$ cat src/rtl/spi_engine_if.sv
// Register-block side of the SPI engine: control/status registers and FIFO strobes.
// master = register block, slave = shift engine.
interface spi_engine_if;
  logic [7:0] spcr;
  logic [7:0] sper;
  logic       wfwe;
  logic [7:0] wfdin;
  logic       rfre;
  logic       wr_spsr;
  logic       clear_spif;
  logic       clear_wcol;
  logic [7:0] rfdout;
  logic [7:0] spsr;
  logic       spi_int;
  logic       busy;

  modport master (
    output spcr, sper, wfwe, wfdin, rfre, wr_spsr, clear_spif, clear_wcol,
    input  rfdout, spsr, spi_int, busy
  );

  modport slave (
    input  spcr, sper, wfwe, wfdin, rfre, wr_spsr, clear_spif, clear_wcol,
    output rfdout, spsr, spi_int, busy
  );
endinterface

$ cat src/rtl/spi_engine.sv
// SPI master shift engine with write/read FIFOs, divider and SPSR status.
// Optional LSB-first transfers are enabled by defining SPI_LSB_FIRST_EN.
//
// state | meaning
// IDLE  | waiting for SPE & MSTR & write FIFO not empty
// LOAD  | pop write FIFO into shift register, reload divider
// SHIFT | 16 SCLK edges, one every half-period
// DONE  | push received byte, update transfer counter / SPIF
module spi_engine #(
  parameter int FIFO_DEPTH = 4
) (
  input  logic        clk,
  input  logic        reset,
  spi_engine_if.slave bus,
  output logic        sclk,
  output logic        mosi,
  input  logic        miso
);

  localparam int AW = $clog2(FIFO_DEPTH);
  localparam logic [AW:0] DEPTH_C = (AW+1)'(FIFO_DEPTH);

  typedef enum logic [1:0] {IDLE, LOAD, SHIFT, DONE} state_t;

  state_t state_q, state_d;

  logic       spie, spe, mstr, cpol, cpha;
  logic [1:0] spr, espr, icnt;
  logic [3:0] sel, sel_c;
  logic [11:0] half, half_m1;
  logic       lsbfe;
  logic       unused_bits;

  assign spie = bus.spcr[7];
  assign spe  = bus.spcr[6];
  assign mstr = bus.spcr[4];
  assign cpol = bus.spcr[3];
  assign cpha = bus.spcr[2];
  assign spr  = bus.spcr[1:0];
  assign icnt = bus.sper[7:6];
  assign espr = bus.sper[1:0];

`ifdef SPI_LSB_FIRST_EN
  assign lsbfe       = bus.spcr[5];
  assign unused_bits = ^bus.sper[5:2];
`else
  assign lsbfe       = 1'b0;
  assign unused_bits = ^{bus.sper[5:2], bus.spcr[5]};
`endif

  assign sel     = {espr, spr};
  assign sel_c   = (sel > 4'd11) ? 4'd11 : sel;
  assign half    = 12'd1 << sel_c;
  assign half_m1 = half - 12'd1;

  function automatic logic [7:0] rev8(input logic [7:0] d);
    logic [7:0] r;
    for (int i = 0; i < 8; i++) r[i] = d[7-i];
    return r;
  endfunction

  // write FIFO
  logic [7:0]  wf_mem [FIFO_DEPTH];
  logic [AW-1:0] wf_rd, wf_wr;
  logic [AW:0] wf_cnt;
  logic        wf_full, wf_empty, wf_push, wf_pop, wcol_set;

  assign wf_full  = (wf_cnt == DEPTH_C);
  assign wf_empty = (wf_cnt == '0);
  assign wf_pop   = (state_q == LOAD);
  // a push into a full FIFO is still accepted when the engine pops the same cycle
  assign wf_push  = bus.wfwe && (!wf_full || wf_pop);
  assign wcol_set = bus.wfwe && wf_full && !wf_pop;

  always_ff @(posedge clk) begin
    if (reset || !spe) begin
      wf_rd  <= '0;
      wf_wr  <= '0;
      wf_cnt <= '0;
    end else begin
      if (wf_push) wf_wr <= wf_wr + 1'b1;
      if (wf_pop)  wf_rd <= wf_rd + 1'b1;
      case ({wf_push, wf_pop})
        2'b10:   wf_cnt <= wf_cnt + 1'b1;
        2'b01:   wf_cnt <= wf_cnt - 1'b1;
        default: wf_cnt <= wf_cnt;
      endcase
    end
  end

  always_ff @(posedge clk) begin
    if (wf_push) wf_mem[wf_wr] <= bus.wfdin;
  end

  // read FIFO
  logic [7:0]  rf_mem [FIFO_DEPTH];
  logic [AW-1:0] rf_rd, rf_wr;
  logic [AW:0] rf_cnt;
  logic        rf_full, rf_empty, rf_push, rf_pop;
  logic [7:0]  rx_sr, rx_byte;
  logic        lsb_q;

  assign rf_full  = (rf_cnt == DEPTH_C);
  assign rf_empty = (rf_cnt == '0);
  assign rf_pop   = bus.rfre && !rf_empty;
  assign rf_push  = (state_q == DONE) && (!rf_full || rf_pop);
  assign rx_byte  = lsb_q ? rev8(rx_sr) : rx_sr;

  always_ff @(posedge clk) begin
    if (reset || !spe) begin
      rf_rd  <= '0;
      rf_wr  <= '0;
      rf_cnt <= '0;
    end else begin
      if (rf_push) rf_wr <= rf_wr + 1'b1;
      if (rf_pop)  rf_rd <= rf_rd + 1'b1;
      case ({rf_push, rf_pop})
        2'b10:   rf_cnt <= rf_cnt + 1'b1;
        2'b01:   rf_cnt <= rf_cnt - 1'b1;
        default: rf_cnt <= rf_cnt;
      endcase
    end
  end

  always_ff @(posedge clk) begin
    if (rf_push) rf_mem[rf_wr] <= rx_byte;
  end

  // FSM
  logic [11:0] div_cnt;
  logic [3:0]  edge_cnt;
  logic        div_zero;

  assign div_zero = (div_cnt == '0);

  always_ff @(posedge clk) begin
    if (reset) state_q <= IDLE;
    else       state_q <= state_d;
  end

  always_comb begin
    state_d = state_q;
    case (state_q)
      IDLE:    if (spe && mstr && !wf_empty) state_d = LOAD;
      LOAD:    state_d = SHIFT;
      SHIFT:   if (div_zero && edge_cnt == 4'd15) state_d = DONE;
      DONE:    state_d = IDLE;
      default: state_d = IDLE;
    endcase
    if (!spe) state_d = IDLE;
  end

  // shift datapath
  logic [7:0] tx_sr, tx_load;
  logic       leading, sample_edge;

  assign tx_load     = lsbfe ? rev8(wf_mem[wf_rd]) : wf_mem[wf_rd];
  assign leading     = ~edge_cnt[0];
  assign sample_edge = leading ^ cpha;

  always_ff @(posedge clk) begin
    if (reset) begin
      sclk     <= 1'b0;
      mosi     <= 1'b0;
      div_cnt  <= '0;
      edge_cnt <= '0;
      tx_sr    <= '0;
      rx_sr    <= '0;
      lsb_q    <= 1'b0;
    end else if (!spe) begin
      sclk     <= cpol;
      mosi     <= 1'b0;
      div_cnt  <= '0;
      edge_cnt <= '0;
    end else begin
      case (state_q)
        LOAD: begin
          sclk     <= cpol;
          div_cnt  <= half_m1;
          edge_cnt <= '0;
          tx_sr    <= tx_load;
          lsb_q    <= lsbfe;
          if (!cpha) mosi <= tx_load[7];
        end
        SHIFT: begin
          if (div_zero) begin
            div_cnt  <= half_m1;
            sclk     <= ~sclk;
            edge_cnt <= edge_cnt + 4'd1;
            if (sample_edge) begin
              rx_sr <= {rx_sr[6:0], miso};
            end else begin
              // CPHA=0 already shows bit 7 from LOAD, so trailing edges present the next bit
              mosi  <= cpha ? tx_sr[7] : tx_sr[6];
              tx_sr <= {tx_sr[6:0], 1'b0};
            end
          end else begin
            div_cnt <= div_cnt - 12'd1;
          end
        end
        default: sclk <= cpol;
      endcase
    end
  end

  // status
  logic       spif, wcol, spi_int_q;
  logic [1:0] xfer_cnt;

  always_ff @(posedge clk) begin
    if (reset) begin
      spif      <= 1'b0;
      wcol      <= 1'b0;
      xfer_cnt  <= '0;
      spi_int_q <= 1'b0;
    end else begin
      spi_int_q <= spie & spif;
      if (bus.wr_spsr && bus.clear_wcol) wcol <= 1'b0;
      if (wcol_set) wcol <= 1'b1;
      if (bus.wr_spsr && bus.clear_spif) begin
        spif     <= 1'b0;
        xfer_cnt <= '0;
      end
      if (!spe) begin
        xfer_cnt <= '0;
      end else if (state_q == DONE) begin
        if (xfer_cnt == icnt) begin
          spif     <= 1'b1;
          xfer_cnt <= '0;
        end else begin
          xfer_cnt <= xfer_cnt + 2'd1;
        end
      end
    end
  end

  assign bus.rfdout  = rf_empty ? 8'h00 : rf_mem[rf_rd];
  assign bus.spsr    = {spif, wcol, 2'b00, wf_full, wf_empty, rf_full, rf_empty};
  assign bus.spi_int = spi_int_q;
  assign bus.busy    = (state_q != IDLE);

endmodule

$ cat src/flat_wrapper.sv
// flat-port wrapper written by rule: the top's interface ports become plain ports
module spi_engine_flat 
#(
  parameter int FIFO_DEPTH = 4
)
  (clk, reset, sclk, mosi, miso, bus_spcr, bus_sper, bus_wfwe, bus_wfdin, bus_rfre, bus_wr_spsr, bus_clear_spif, bus_clear_wcol, bus_rfdout, bus_spsr, bus_spi_int, bus_busy);
  spi_engine_if bus_i ();
  input  logic clk;
  input  logic reset;
  output logic sclk;
  output logic mosi;
  input  logic miso;
  input wire logic [$bits(bus_i.spcr)-1:0] bus_spcr;
  input wire logic [$bits(bus_i.sper)-1:0] bus_sper;
  input wire logic [$bits(bus_i.wfwe)-1:0] bus_wfwe;
  input wire logic [$bits(bus_i.wfdin)-1:0] bus_wfdin;
  input wire logic [$bits(bus_i.rfre)-1:0] bus_rfre;
  input wire logic [$bits(bus_i.wr_spsr)-1:0] bus_wr_spsr;
  input wire logic [$bits(bus_i.clear_spif)-1:0] bus_clear_spif;
  input wire logic [$bits(bus_i.clear_wcol)-1:0] bus_clear_wcol;
  output wire logic [$bits(bus_i.rfdout)-1:0] bus_rfdout;
  output wire logic [$bits(bus_i.spsr)-1:0] bus_spsr;
  output wire logic [$bits(bus_i.spi_int)-1:0] bus_spi_int;
  output wire logic [$bits(bus_i.busy)-1:0] bus_busy;
  assign bus_i.spcr = bus_spcr;
  assign bus_i.sper = bus_sper;
  assign bus_i.wfwe = bus_wfwe;
  assign bus_i.wfdin = bus_wfdin;
  assign bus_i.rfre = bus_rfre;
  assign bus_i.wr_spsr = bus_wr_spsr;
  assign bus_i.clear_spif = bus_clear_spif;
  assign bus_i.clear_wcol = bus_clear_wcol;
  assign bus_rfdout = bus_i.rfdout;
  assign bus_spsr = bus_i.spsr;
  assign bus_spi_int = bus_i.spi_int;
  assign bus_busy = bus_i.busy;
  spi_engine #(.FIFO_DEPTH(FIFO_DEPTH)) u_core (.clk(clk), .reset(reset), .bus(bus_i), .sclk(sclk), .mosi(mosi), .miso(miso));
endmodule
$ cat config.mk
export PLATFORM = sky130hd
export DESIGN_NAME = spi_engine_flat
export DESIGN_NICKNAME = d
export VERILOG_FILES = /design/src/rtl/spi_engine_if.sv /design/src/rtl/spi_engine.sv /design/src/flat_wrapper.sv
export SDC_FILE = /design/constraint.sdc
export NUM_CORES = 1
export LEC_CHECK = 0
export BUFFER_PORTS_ARGS = -buffer_cell sky130_fd_sc_hd__buf_4
export CORE_MARGIN = 1.5
export CORE_UTILIZATION = 35
export CTS_CLUSTER_SIZE = 14
export DETAILED_ROUTE_END_ITERATION = 16
export SYNTH_ARGS = -nofsm -noshare
export SYNTH_HDL_FRONTEND = slang
export SYNTH_SLANG_ARGS = --single-unit
$ cat constraint.sdc
create_clock -name clk -period 4.8 [get_ports clk]
set_input_delay 0.96 -clock clk [delete_from_list [all_inputs] [get_ports clk]]
set_output_delay 0.96 -clock clk [all_outputs]
set_load 0.02 [all_outputs]
# --- Yosys cells after proc, flatten, opt, wreduce, memory -nomap -nowiden ---
# Memory sizes are Yosys's and may differ from the RTL's. A register that Yosys moved wholly into a read port is not among the register bits.
# Index checks and enable logic that the tools add are counted.
classes:
  add_sub_neg: 12
  muxes: 39
  n_bitwise: 5
  reduce_logical: 35
  n_eq_ne: 17
  magnitude_cmp: 1
  shifts: 1
op_table:
  columns: ["op", "n"]
  rows:
  - ["$mux W8", 3]
  - ["$pmux W12 S2", 1]
  - ["$sub A12 B1 Y12 const B", 2]
  - ["$mux W2", 9]
  - ["$mux W1", 17]
  - ["$pmux W8 S2", 1]
  - ["$logic_not A12 Y1", 1]
  - ["$mux W12", 1]
  - ["$pmux W3 S2", 2]
  - ["$reduce_and A4 Y1", 3]
  - ["$reduce_bool A2 Y1", 6]
  - ["$shl A1 B4 Y12 const A", 1]
  - ["$add A2 B1 Y2 const B", 5]
  - ["$logic_and A1 B1 Y1", 10]
  - ["$eq A2 B2 Y1 const B", 4]
  - ["$mux W4", 2]
  - ["$pmux W2 S4", 1]
  - ["$pmux W4 S2", 1]
  - ["$add A3 B1 Y3 const B", 2]
  - ["$eq A2 B1 Y1 const B", 3]
  - ["$eq A3 B3 Y1 const B", 2]
  - ["$logic_not A1 Y1", 6]
  - ["$logic_not A3 Y1", 2]
  - ["$ne A2 B1 Y1 const B", 3]
  - ["15 further kinds", 22]
totals:
  n_memories: 2
  inputBits: 32
  ramBits: 64
  reg_bits: 55
mem_list:
  columns: ["memory", "depth", "word_bits", "rd", "rd_clocked_by_memory_dff", "write_ports", "line", "text"]
  rows:
  - ["u_core.rf_mem", 4, 8, 1, 1, 1, "spi_engine.sv:96", "logic [7:0] rf_mem [FIFO_DEPTH];"]
  - ["u_core.wf_mem", 4, 8, 1, 1, 1, "spi_engine.sv:63", "logic [7:0] wf_mem [FIFO_DEPTH];"]

# --- Depth between registers and ports, before layout ---
# Gate-level depths: netlist of the first run.
depth:
  word_depth: 7
  depth_mapped: 9

# --- Worst setup path after synthesis of the first run ---
# OpenSTA, ideal clock, no wires.
synth_path:
  path_kind: "input to register"
  startpoint: "input bus_rfre"
  endpoint: "register u_core.rf_cnt[2]"
  setup_time_ns: 0.075
  path_slack_ns: 2.181
  path_buffers: 1
  stages: 7
  arrival_time_ns: 2.545
  cell_sequence: "clkbuf_1 > nand2_1 > or2_2 > fa_1 > nand2b_1 > or3_1 > a31oi_1"
synth_between:
  elab_chain_len: 5
synth_rtl:
  columns: ["element", "line", "text"]
  rows:
  - ["start, declared", "flat_wrapper.sv:17", "input wire logic [$bits(bus_i.rfre)-1:0] bus_rfre;"]
  - ["$logic_and A1 B1 Y1 *", "spi_engine.sv:105", "assign rf_pop = bus.rfre && !rf_empty;"]
  - ["$logic_or A1 B1 Y1", "spi_engine.sv:106", "assign rf_push = (state_q == DONE) && (!rf_full || rf_pop);"]
  - ["$logic_and A1 B1 Y1", "spi_engine.sv:106", null]
  - ["$eq A2 B1 Y1 or $eq A2 B2 Y1 (tied branches)", "spi_engine.sv:117", "case ({rf_push, rf_pop})"]
  - ["$pmux W3 S2 or $reduce_bool A2 Y1 (tied branches)", null, null]
  - ["end signal, assigned", "spi_engine.sv:118", "2'b10: rf_cnt <= rf_cnt + 1'b1;"]
  - ["end signal, assigned", "spi_engine.sv:119", "2'b01: rf_cnt <= rf_cnt - 1'b1;"]
  - ["end signal, assigned", "spi_engine.sv:120", "default: rf_cnt <= rf_cnt;"]
  - ["end, declared", "spi_engine.sv:98", "logic [AW:0] rf_cnt;"]
# Mark *: on every way between the ends. The rest lies on a longest branch, timed or not.
# A chain may end at the register's enable or synchronous reset.

# --- Worst setup path in the final report of the first run ---
layout_path:
  startpoint: "register u_core.div_cnt[4]"
  endpoint: "register u_core.div_cnt[8]"
layout_between:
  elab_chain_len: 3
layout_rtl:
  columns: ["element", "line", "text"]
  rows:
  - ["start, declared", "spi_engine.sv:130", "logic [11:0] div_cnt;"]
  - ["start signal, assigned", "spi_engine.sv:179", "div_cnt <= half_m1;"]
  - ["start signal, assigned", "spi_engine.sv:187", "div_cnt <= half_m1;"]
  - ["start signal, assigned", "spi_engine.sv:198", "div_cnt <= div_cnt - 12'd1;"]
  - ["$sub A12 B1 Y12 or $logic_not A12 Y1 (tied branches)", "spi_engine.sv:198, spi_engine.sv:134", null]
  - ["$mux W12 *", "spi_engine.sv:186", "if (div_zero) begin"]
  - ["$pmux W12 S2 *", "spi_engine.sv:176", "case (state_q)"]
# Marked as above.

==> metrics.txt, run 1 <==
# TYPE chip_impl_metric gauge
chip_impl_info{name="outcome",value="complete, no violations"} 1
chip_impl_metric{name="num-nets-final",unit=""} 583
chip_impl_metric{name="static-leakage-power",unit="nW"} 2.434
chip_impl_metric{name="cts_htree_levels",unit=""} 4
chip_impl_metric{name="clock_latency",unit="ps"} 410
chip_impl_info{name="destination_of_the_worst_register_to_register_timing_path",value="u_core.div_cnt[8]$_SDFFE_PP0N_"} 1
chip_impl_info{name="min_path_type",value="register to register"} 1
chip_impl_info{name="cp-end-kind",value="register"} 1
chip_impl_info{name="synthFlopType",value="sky130_fd_sc_hd__edfxtp_1"} 1
chip_impl_metric{name="drv_cap",unit=""} 0
chip_impl_metric{name="layout.filler_cells",unit=""} 1492
chip_impl_metric{name="cts_sinks",unit=""} 123
chip_impl_metric{name="dieWidth",unit="um"} 130.9
chip_impl_metric{name="ys_warn_count",unit=""} 0
chip_impl_metric{name="start_util",unit=""} 0.3590
chip_impl_metric{name="design.die.area",unit="um2"} 17130
chip_impl_metric{name="final-hold-violation-count",unit=""} 0
chip_impl_metric{name="yosys.cell_types.count",unit=""} 60
chip_impl_metric{name="synth-compound-area-share",unit=""} 0.08918
chip_impl_info{name="startpoint",value="u_core.div_cnt[4]$_SDFFE_PP0N_"} 1
chip_impl_metric{name="drt_pre_antenna_iters",unit=""} 4
chip_impl_metric{name="via_count",unit=""} 3801
chip_impl_metric{name="synth_seq_cells",unit=""} 123
chip_impl_metric{name="drt.antenna.violating_nets",unit=""} 0
chip_impl_metric{name="antenna_violations_before_repair",unit=""} 0
chip_impl_info{name="critPathTopFamily",value="simple AND/OR/NAND/NOR gates"} 1
chip_impl_metric{name="post_synth_instance_area",unit="um2"} 5724
chip_impl_metric{name="critPathBufInv",unit=""} 0
chip_impl_metric{name="clock_path_buffers",unit=""} 2
chip_impl_metric{name="post_synth_fa_ha_maj_area_fraction",unit=""} 0.04415
chip_impl_metric{name="diode_insertion_count_for_antenna_repair",unit=""} 0
chip_impl_metric{name="pin_count",unit=""} 52
chip_impl_metric{name="placementRows",unit=""} 46
chip_impl_metric{name="placedCellCount",unit=""} 729
chip_impl_info{name="cp-endpoint",value="u_core.div_cnt[8]$_SDFFE_PP0N_"} 1
chip_impl_metric{name="syn2layout_area_growth",unit="%"} 18.21
chip_impl_metric{name="clock.fmax",unit="MHz"} 332.3
chip_impl_metric{name="postSynth.asyncResetShare",unit=""} 0
chip_impl_metric{name="post_synth_mux_area_share",unit=""} 0.1069
chip_impl_info{name="worstReg2RegStart",value="u_core.div_cnt[4]$_SDFFE_PP0N_"} 1
chip_impl_metric{name="vias_per_cell",unit=""} 4.995
chip_impl_metric{name="max-vdd-ir-drop",unit="uV"} 252.4
chip_impl_info{name="worst_setup_path_start_kind",value="register"} 1
chip_impl_metric{name="die_h",unit="um"} 130.9
chip_impl_metric{name="largest_net_degree_at_the_start_of_global_routing",unit=""} 25
chip_impl_metric{name="finalCritPeriodShare",unit=""} 0.6269
chip_impl_metric{name="skew",unit="ps"} 8.954
chip_impl_info{name="grt_setup_unrepaired",value="false"} 1
chip_impl_metric{name="final_period_minus_worst_setup_slack",unit="ps"} 3009
chip_impl_metric{name="grt_pass1_vias",unit=""} 3738
chip_impl_metric{name="share_of_layout_cells_above_drive_strength_1",unit=""} 0.2037
chip_impl_metric{name="grt.total_usage",unit=""} 0.1466
chip_impl_metric{name="core_area",unit="um2"} 15940
chip_impl_metric{name="clkSlewWorstSetupHoldPaths",unit="ps"} 60
chip_impl_metric{name="totalNegativeSetupSlack",unit="ps"} 0
chip_impl_metric{name="cp.required",unit="ps"} 5130
chip_impl_metric{name="post-route-drc-count",unit=""} 0
chip_impl_info{name="tritoncts",value="done"} 1
chip_impl_metric{name="cts_hold_repair.buffers",unit=""} 0
chip_impl_metric{name="r2r_cells",unit=""} 5
chip_impl_metric{name="max_slew.worst_pin.slew",unit="ps"} 1082
chip_impl_metric{name="dp_wirelength",unit="mm"} 7.925
chip_impl_metric{name="synth_sequential_area_ratio",unit=""} 0.5421
chip_impl_metric{name="port_buffers",unit=""} 44
chip_impl_metric{name="maxSlewHeadroom",unit=""} 0.2760
chip_impl_metric{name="postCtsSetupRepairBufs",unit=""} 0
chip_impl_metric{name="drt_iter0_markers",unit=""} 260
chip_impl_metric{name="syn-instance-count",unit=""} 501
chip_impl_metric{name="synthXorXnorAreaFrac",unit=""} 0.02142
chip_impl_metric{name="wl",unit="mm"} 11.64
chip_impl_metric{name="synth_area_per_cell",unit="um2"} 11.43
chip_impl_metric{name="cts-resized-gates",unit=""} 0
chip_impl_info{name="layout_common_cells",value="64 x sky130_fd_sc_hd__edfxtp_1, 59 x sky130_fd_sc_hd__dfxtp_1, 57 x sky130_fd_sc_hd__nor2_1"} 1
chip_impl_metric{name="place_congestion",unit=""} 0.8360
chip_impl_metric{name="grt_first_pass_wirelength",unit="mm"} 18.81
chip_impl_info{name="worstPathCellList",value="or4_1 > o41ai_4 > nand2_1 > or3_1 > a31oi_1"} 1
chip_impl_metric{name="synth_simple_gate_area_share",unit=""} 0.1528
chip_impl_info{name="clock-root-buffer",value="sky130_fd_sc_hd__clkbuf_16"} 1
chip_impl_info{name="critical-path-slowest-cell",value="sky130_fd_sc_hd__o41ai_4"} 1
chip_impl_metric{name="cts_made_buffers",unit=""} 17
chip_impl_metric{name="globalRouteOverflowTotal",unit=""} 0
chip_impl_metric{name="layoutNonFillerInstCount",unit=""} 761
chip_impl_metric{name="synth-edff-count",unit=""} 64
chip_impl_metric{name="slowest_delay",unit="ps"} 1030
chip_impl_info{name="worstSetupPathType",value="register to register"} 1
chip_impl_info{name="synth_top_family_by_area",value="simple AND/OR/NAND/NOR gates"} 1
chip_impl_metric{name="post-route-cell-area",unit="um2"} 6766
chip_impl_metric{name="placedInstanceArea",unit="um2"} 6170
chip_impl_metric{name="wl_per_cell",unit="um"} 15.29
chip_impl_metric{name="setup_viol_count_final",unit=""} 0
chip_impl_metric{name="final_max_slew_viol_count",unit=""} 0
chip_impl_metric{name="critical_path_maximum_fanout",unit=""} 22
chip_impl_metric{name="power-per-cell-area",unit="nW/um2"} 370.4
chip_impl_metric{name="timing.reg2reg.setup_slack",unit="ps"} 1790
chip_impl_metric{name="worst_ep_arrival_time",unit="ps"} 3340
chip_impl_info{name="most_common_cell_after_layout_fill_and_taps_aside",value="sky130_fd_sc_hd__edfxtp_1"} 1
chip_impl_metric{name="timing.critical_path.depth",unit=""} 5
## registers in the layout (all words and copies together), names as in the netlist, 3 cells and up, named ones only
| register | cells |
|---|---|
| u_core.wf_mem | 32 |
| u_core.tx_sr | 8 |
| u_core.rf_mem | 32 |
| u_core.rf_cnt | 3 |
| u_core.edge_cnt | 4 |
| u_core.rx_sr | 8 |
| u_core.div_cnt | 12 |
| u_core.wf_cnt | 3 |
## Yosys cell counts, drive strengths merged (7+ instances only)
library cell,count,share of area
nand2b,7,0.0076
buf,11,0.015
nand2,43,0.029
dfxtp,59,0.21
mux4,16,0.063
mux2i,24,0.042
nor2,57,0.037
edfxtp,64,0.34
ha,17,0.037
and2,19,0.021
nor3,11,0.0096
xnor2,7,0.011
o21ai,25,0.022
clkbuf,24,0.016
a21oi,18,0.016
inv,19,0.012
xor2,7,0.011
## power by group
group	internal [W]	switching, W
Sequential	0.00111	0.00000505
Clock	0.000826	0.000459
Combinational	0.0000440	0.0000601
## worst min-delay path by stage
stage,startpoint,end,depth (start not counted)
finish,u_core.spif$_SDFF_PP0_,u_core.bus.spi_int$_SDFF_PP0_,2
detailed placement,u_core.spif$_SDFF_PP0_,u_core.bus.spi_int$_SDFF_PP0_,2
global placement,u_core.div_cnt[11]$_SDFFE_PP0N_,u_core.div_cnt[11]$_SDFFE_PP0N_,2
floorplan,u_core.spif$_SDFF_PP0_,u_core.bus.spi_int$_SDFF_PP0_,2
CTS,u_core.spif$_SDFF_PP0_,u_core.bus.spi_int$_SDFF_PP0_,2
global route,u_core.tx_sr[4]$_SDFFE_PP0P_,u_core.tx_sr[4]$_SDFFE_PP0P_,2
## worst register-to-register path, delay by kind of cell, from the launching register on
family             cells  cell delay, ps
AOI/OAI and AO/OA      2            1200
DFF                    1             360
and+or+nand+nor        3            1380
## cell families after synthesis
family,Yosys count
compound gates,75
xor+xnor,14
fa+ha+maj,19
buf+inv,54
flops,123
mux,41
other cells,1
simple gates,174
## metal layers
layer / vias to the layer above / wire, um / GRT usage
met5: - / 0 / 0
met4: 0 / 187 / 0.05753
met3: 14 / 376 / 0.04275
met2: 73 / 5776 / 0.2495
met1: 1863 / 5296 / 0.1751
li1: 1851 / - / -
## through the flow
stage	setup slack (ps)	power, W	hold WS [ps]	util
global placement	1861	0.001240	457.3	0.3870
detailed placement	1859	0.001244	464.0	0.3870
CTS	1794	0.002532	479.9	0.4244
global route	1573	0.002592	521.4	0.4244
floorplan	2181	0.001205	422.7	-
finish	1791	0.002506	474.8	0.4244
## area by class of cell
type | count | area [um2] | share of cell area
clock buffer | 20 | 446.7 | 0.06601
clock inverter | 12 | 150.1 | 0.02219
inverter | 19 | 71.32 | 0.01054
multi-input combinational | 325 | 2380 | 0.3517
sequential | 123 | 3103 | 0.4586
tap | 216 | 270.3 | 0.03994
timing repair buffer | 46 | 345.3 | 0.05104
(Power assumes the default switching activity.)
==> run 2, diff against run 1 <==
clock period = 2.7 ns   (was 4.8 ns; I/O delays follow)
==> metrics.txt, run 2 (synthesized netlist as in run 1, its figures left out) <==
# TYPE chip_impl_metric gauge
chip_impl_info{name="outcome",value="complete, no violations"} 1
chip_impl_info{name="worstSetupPathType",value="register to register"} 1
chip_impl_metric{name="setup_viol_count_final",unit=""} 0
chip_impl_metric{name="layout.filler_cells",unit=""} 1476
chip_impl_metric{name="pin_count",unit=""} 52
chip_impl_metric{name="grt_first_pass_wirelength",unit="mm"} 18.84
chip_impl_metric{name="finalCritPeriodShare",unit=""} 0.9447
chip_impl_metric{name="syn2layout_area_growth",unit="%"} 19.74
chip_impl_metric{name="postLayoutSetupSlackWorst",unit="ps"} 149.2
chip_impl_metric{name="wl",unit="mm"} 11.53
chip_impl_metric{name="antenna_violations_before_repair",unit=""} 0
chip_impl_metric{name="core_area",unit="um2"} 15940
chip_impl_metric{name="post-route-drc-count",unit=""} 0
chip_impl_metric{name="clkSlewWorstSetupHoldPaths",unit="ps"} 60
chip_impl_metric{name="drv_cap",unit=""} 0
chip_impl_info{name="grt_setup_unrepaired",value="false"} 1
chip_impl_metric{name="max_slew.worst_pin.slew",unit="ps"} 575.2
chip_impl_metric{name="dieWidth",unit="um"} 130.9
chip_impl_metric{name="totalNegativeSetupSlack",unit="ps"} 0
chip_impl_info{name="clock-root-buffer",value="sky130_fd_sc_hd__clkbuf_16"} 1
chip_impl_metric{name="placementRows",unit=""} 46
chip_impl_metric{name="cts_sinks",unit=""} 123
chip_impl_metric{name="clock.fmax",unit="MHz"} 392.0
chip_impl_metric{name="drt_iter0_markers",unit=""} 314
chip_impl_info{name="tritoncts",value="done"} 1
chip_impl_metric{name="cts_made_buffers",unit=""} 17
chip_impl_metric{name="grt.total_usage",unit=""} 0.1477
chip_impl_metric{name="place_congestion",unit=""} 0.7737
chip_impl_metric{name="design.die.area",unit="um2"} 17130
chip_impl_metric{name="clock_path_buffers",unit=""} 2
chip_impl_metric{name="static-leakage-power",unit="nW"} 2.483
chip_impl_metric{name="grt_pass1_vias",unit=""} 3856
chip_impl_metric{name="skew",unit="ps"} 3.647
chip_impl_metric{name="placedInstanceArea",unit="um2"} 6207
chip_impl_metric{name="num-nets-final",unit=""} 588
chip_impl_metric{name="critical_path_maximum_fanout",unit=""} 7
chip_impl_metric{name="vias_per_cell",unit=""} 5.022
chip_impl_metric{name="dp_slack",unit="ps"} 131.7
chip_impl_metric{name="post-route-cell-area",unit="um2"} 6854
chip_impl_metric{name="largest_net_degree_at_the_start_of_global_routing",unit=""} 23
chip_impl_metric{name="wl_per_cell",unit="um"} 15.05
chip_impl_metric{name="maxSlewHeadroom",unit=""} 0.6142
chip_impl_metric{name="power-per-cell-area",unit="nW/um2"} 677.8
chip_impl_metric{name="cp.required",unit="ps"} 3010
chip_impl_info{name="worst_setup_path_start_kind",value="register"} 1
chip_impl_info{name="reg.largest.list",value="u_core.rf_mem x32, u_core.wf_mem x32, u_core.div_cnt x12"} 1
chip_impl_metric{name="dp_wirelength",unit="mm"} 7.894
chip_impl_metric{name="final_max_slew_viol_count",unit=""} 0
chip_impl_metric{name="share_of_layout_cells_above_drive_strength_1",unit=""} 0.2109
chip_impl_metric{name="diode_insertion_count_for_antenna_repair",unit=""} 0
chip_impl_metric{name="via_count",unit=""} 3847
chip_impl_metric{name="globalRouteOverflowTotal",unit=""} 0
chip_impl_info{name="cp-end-kind",value="register"} 1
chip_impl_metric{name="final_period_minus_worst_setup_slack",unit="ps"} 2551
chip_impl_metric{name="port_buffers",unit=""} 44
chip_impl_metric{name="drt.antenna.violating_nets",unit=""} 0
chip_impl_metric{name="worst_ep_arrival_time",unit="ps"} 2860
chip_impl_info{name="min_path_type",value="primary input to register"} 1
chip_impl_metric{name="cts-resized-gates",unit=""} 0
chip_impl_metric{name="cts_hold_repair.buffers",unit=""} 0
chip_impl_metric{name="max-vdd-ir-drop",unit="uV"} 502.1
chip_impl_info{name="layout_common_cells",value="64 x sky130_fd_sc_hd__edfxtp_1, 59 x sky130_fd_sc_hd__dfxtp_1, 57 x sky130_fd_sc_hd__nor2_1"} 1
chip_impl_metric{name="cts_htree_levels",unit=""} 4
chip_impl_metric{name="final-hold-violation-count",unit=""} 0
chip_impl_metric{name="die_h",unit="um"} 130.9
chip_impl_metric{name="drt_pre_antenna_iters",unit=""} 4
chip_impl_metric{name="clock_latency",unit="ps"} 420
chip_impl_info{name="most_common_cell_after_layout_fill_and_taps_aside",value="sky130_fd_sc_hd__edfxtp_1"} 1
chip_impl_metric{name="postCtsSetupRepairBufs",unit=""} 0
chip_impl_metric{name="start_util",unit=""} 0.3590
-- run 2: path summary, 6_finish.rpt --
check,cells past startpoint,start,end,slack (ps)
worst max-delay path,6,u_core.div_cnt[4]$_SDFFE_PP0N_,u_core.state_q[0]$_SDFFE_PP0P_,150
worst min-delay path,1,bus_wfdin[5],u_core.wf_mem[1][5]$_DFFE_PP_,320
worst max register to register,6,u_core.div_cnt[4]$_SDFFE_PP0N_,u_core.state_q[0]$_SDFFE_PP0P_,150
worst min register to register,2,u_core.spif$_SDFF_PP0_,u_core.bus.spi_int$_SDFF_PP0_,470
-- run 2: metrics by stage --
stage | power, W | utilization | hold WS, ps | std cells
after global placement | 0.002207 | 0.3893 | 458.5 | 734
after floorplan | 0.002143 | - | 422.7 | 502
after global routing | 0.004800 | 0.4299 | 302.0 | 766
final | 0.004646 | 0.4299 | 318.1 | 766
after CTS | 0.004691 | 0.4299 | 304.4 | 766
after detailed placement | 0.002213 | 0.3893 | 469.0 | 734
-- run 2: area by class of cell --
type | count | area [um2] | share of cell area
clock buffer | 17 | 425.4 | 0.06207
clock inverter | 15 | 221.5 | 0.03231
inverter | 19 | 71.32 | 0.01041
multi-input combinational | 325 | 2380 | 0.3472
sequential | 123 | 3103 | 0.4527
tap | 216 | 270.3 | 0.03943
timing repair buffer | 51 | 382.9 | 0.05586
-- run 2: where the power goes --
part,switching [W],total [W],internal (W),leakage [nW]
logic,0.000105,0.000186,0.0000812,1.14
clock network,0.000838,0.00247,0.00164,0.309
registers,0.00000880,0.00199,0.00198,1.04
-- run 2: metal layers --
metal	GRT usage	part of all wire	vias up
li1	-	-	1867
met1	0.1766	0.44	1880
met2	0.2517	0.50	85
met3	0.04397	0.046	15
met4	0.05559	0.015	0
met5	0	0	-
-- run 2: worst max-delay path, cell delays in order (launching register included) --
cell and delay, ps:
sky130_fd_sc_hd__dfxtp_1 370, sky130_fd_sc_hd__or4_1 720, sky130_fd_sc_hd__nor4_4 490, sky130_fd_sc_hd__buf_4 210, sky130_fd_sc_hd__and4_1 220, sky130_fd_sc_hd__o21ai_1 90, sky130_fd_sc_hd__a221oi_1 330
==> run 3, diff against run 2 <==
RECOVER_POWER = 25   (was unset)
==> metrics.txt, run 3 (synthesized netlist as in run 1, its figures left out) <==
# TYPE chip_impl_metric gauge
chip_impl_metric{name="port_buffers",unit=""} 44
chip_impl_metric{name="cts_made_buffers",unit=""} 17
chip_impl_metric{name="postCtsSetupRepairBufs",unit=""} 0
chip_impl_metric{name="cts_sinks",unit=""} 123
chip_impl_metric{name="dp_wirelength",unit="mm"} 7.894
chip_impl_metric{name="clock_path_buffers",unit=""} 2
chip_impl_metric{name="antenna_violations_before_repair",unit=""} 0
chip_impl_metric{name="cts_hold_repair.buffers",unit=""} 0
chip_impl_metric{name="vias_per_cell",unit=""} 5.012
chip_impl_metric{name="power-per-cell-area",unit="nW/um2"} 680.5
chip_impl_info{name="grt_setup_unrepaired",value="false"} 1
chip_impl_metric{name="critical_path_maximum_fanout",unit=""} 7
chip_impl_info{name="layout_common_cells",value="64 x sky130_fd_sc_hd__edfxtp_1, 59 x sky130_fd_sc_hd__dfxtp_1, 57 x sky130_fd_sc_hd__nor2_1"} 1
chip_impl_metric{name="layoutNonFillerInstCount",unit=""} 766
chip_impl_metric{name="dieWidth",unit="um"} 130.9
chip_impl_metric{name="cts_htree_levels",unit=""} 4
chip_impl_metric{name="clock_latency",unit="ps"} 420
chip_impl_metric{name="setup_viol_count_final",unit=""} 0
chip_impl_info{name="worst_setup_path_start_kind",value="register"} 1
chip_impl_metric{name="final-hold-violation-count",unit=""} 0
chip_impl_info{name="worstSetupPathType",value="register to register"} 1
chip_impl_info{name="clock-root-buffer",value="sky130_fd_sc_hd__clkbuf_16"} 1
chip_impl_metric{name="wl",unit="mm"} 11.56
chip_impl_metric{name="drv_cap",unit=""} 0
chip_impl_metric{name="placementRows",unit=""} 46
chip_impl_metric{name="final_max_slew_viol_count",unit=""} 0
chip_impl_metric{name="drt.antenna.violating_nets",unit=""} 0
chip_impl_metric{name="die_h",unit="um"} 130.9
chip_impl_metric{name="max_slew.worst_pin.slew",unit="ps"} 575.1
chip_impl_metric{name="grt_pass1_vias",unit=""} 3856
chip_impl_metric{name="final_period_minus_worst_setup_slack",unit="ps"} 2554
chip_impl_metric{name="diode_insertion_count_for_antenna_repair",unit=""} 0
chip_impl_info{name="critical-path-slowest-cell",value="sky130_fd_sc_hd__or4_1"} 1
chip_impl_metric{name="maxSlewHeadroom",unit=""} 0.6143
chip_impl_metric{name="design.die.area",unit="um2"} 17130
chip_impl_metric{name="clkSlewWorstSetupHoldPaths",unit="ps"} 60
chip_impl_metric{name="final_core_utilization",unit=""} 0.4280
chip_impl_metric{name="cp.required",unit="ps"} 3010
chip_impl_metric{name="num-nets-final",unit=""} 588
chip_impl_metric{name="worst_ep_arrival_time",unit="ps"} 2870
chip_impl_metric{name="final.hold.worst_slack",unit="ps"} 355.6
chip_impl_metric{name="placedCellCount",unit=""} 734
chip_impl_metric{name="wl_per_cell",unit="um"} 15.09
chip_impl_info{name="cp-end-kind",value="register"} 1
chip_impl_metric{name="via_count",unit=""} 3839
chip_impl_metric{name="start_util",unit=""} 0.3590
chip_impl_metric{name="place_congestion",unit=""} 0.7737
chip_impl_metric{name="pin_count",unit=""} 52
chip_impl_metric{name="syn2layout_area_growth",unit="%"} 19.21
chip_impl_metric{name="clock.fmax",unit="MHz"} 391.5
chip_impl_metric{name="share_of_layout_cells_above_drive_strength_1",unit=""} 0.1964
chip_impl_metric{name="drt_pre_antenna_iters",unit=""} 4
chip_impl_metric{name="globalRouteOverflowTotal",unit=""} 0
chip_impl_metric{name="skew",unit="ps"} 4.361
chip_impl_info{name="tritoncts",value="done"} 1
chip_impl_metric{name="cts-resized-gates",unit=""} 0
chip_impl_metric{name="max-vdd-ir-drop",unit="uV"} 499.0
chip_impl_metric{name="slowest_delay",unit="ps"} 730
chip_impl_info{name="outcome",value="complete, no violations"} 1
chip_impl_info{name="most_common_cell_after_layout_fill_and_taps_aside",value="sky130_fd_sc_hd__edfxtp_1"} 1
chip_impl_metric{name="largest_net_degree_at_the_start_of_global_routing",unit=""} 23
chip_impl_metric{name="totalNegativeSetupSlack",unit="ps"} 0
chip_impl_info{name="reg.largest.list",value="u_core.rf_mem x32, u_core.wf_mem x32, u_core.div_cnt x12"} 1
chip_impl_metric{name="grt_first_pass_wirelength",unit="mm"} 18.84
chip_impl_metric{name="core_area",unit="um2"} 15940
chip_impl_info{name="worstPathCellList",value="or4_1 > nor4_4 > buf_4 > and4_1 > o21ai_1 > a221oi_1"} 1
chip_impl_metric{name="grt.total_usage",unit=""} 0.1477
chip_impl_metric{name="static-leakage-power",unit="nW"} 2.454
chip_impl_info{name="min_path_type",value="primary input to register"} 1
chip_impl_metric{name="finalCritPeriodShare",unit=""} 0.9461
chip_impl_metric{name="drt_iter0_markers",unit=""} 317
chip_impl_metric{name="post-route-drc-count",unit=""} 0
-- run 3: cell types whose count changed in the layout (fill, tap and decap cells not counted) --
cell and delta:
sky130_fd_sc_hd__clkbuf_1 +8, sky130_fd_sc_hd__buf_4 -8
-- run 3: layout make-up --
class / instances / area (um2)
inverters: 19 / 71.32
fillers: 1486 / 9119
repair buffers: 51 / 352.8
multi-input cells: 325 / 2380
flip-flops and latches: 123 / 3103
clock buffers: 17 / 425.4
well taps: 216 / 270.3
clock inverters: 15 / 221.5
-- run 3: power by group --
group	leakage, nW	internal [W]	switching, W
clock	0.309	0.00164	0.000840
combinational	1.11	0.0000763	0.000106
sequential	1.04	0.00198	0.00000880
total	2.45	0.00369	0.000955
-- run 3: worst paths after layout --
kind                                  start                        endpoint  slack (ps)  cells after the start
min                                    miso    u_core.rx_sr[0]$_SDFFE_PP0P_         360                      3
max reg2reg  u_core.div_cnt[4]$_SDFFE_PP0N_  u_core.state_q[0]$_SDFFE_PP0P_         150                      6
min reg2reg          u_core.spif$_SDFF_PP0_   u_core.bus.spi_int$_SDFF_PP0_         470                      2
max          u_core.div_cnt[4]$_SDFFE_PP0N_  u_core.state_q[0]$_SDFFE_PP0P_         150                      6
-- run 3: metal layers --
metal  routed length [um]  part of all wire  global-route usage
met5                    0                 0                   0
met1                 5094              0.44              0.1766
met4                  192             0.017             0.05559
met2                 5723              0.50              0.2517
met3                  549             0.047             0.04397
-- run 3: through the flow --
stage	power [W]	setup slack [ps]	area, um2
6_report	0.004644	145.5	6824
5_1_grt	0.004794	18.48	6824
4_1_cts	0.004691	113.1	6854
3_5_place_dp	0.002213	131.7	6207
3_3_place_gp	0.002207	255.0	6207
2_1_floorplan	0.002143	500.6	5728
-- run 3: worst max-delay path, delay by kind of cell, from the launching register on --
family,cells,cell delay [ps]
AND/OR/NAND/NOR,3,1450
flip-flops,1,370
AO/OA/AOI/OAI,2,420
buffers and inverters,1,210
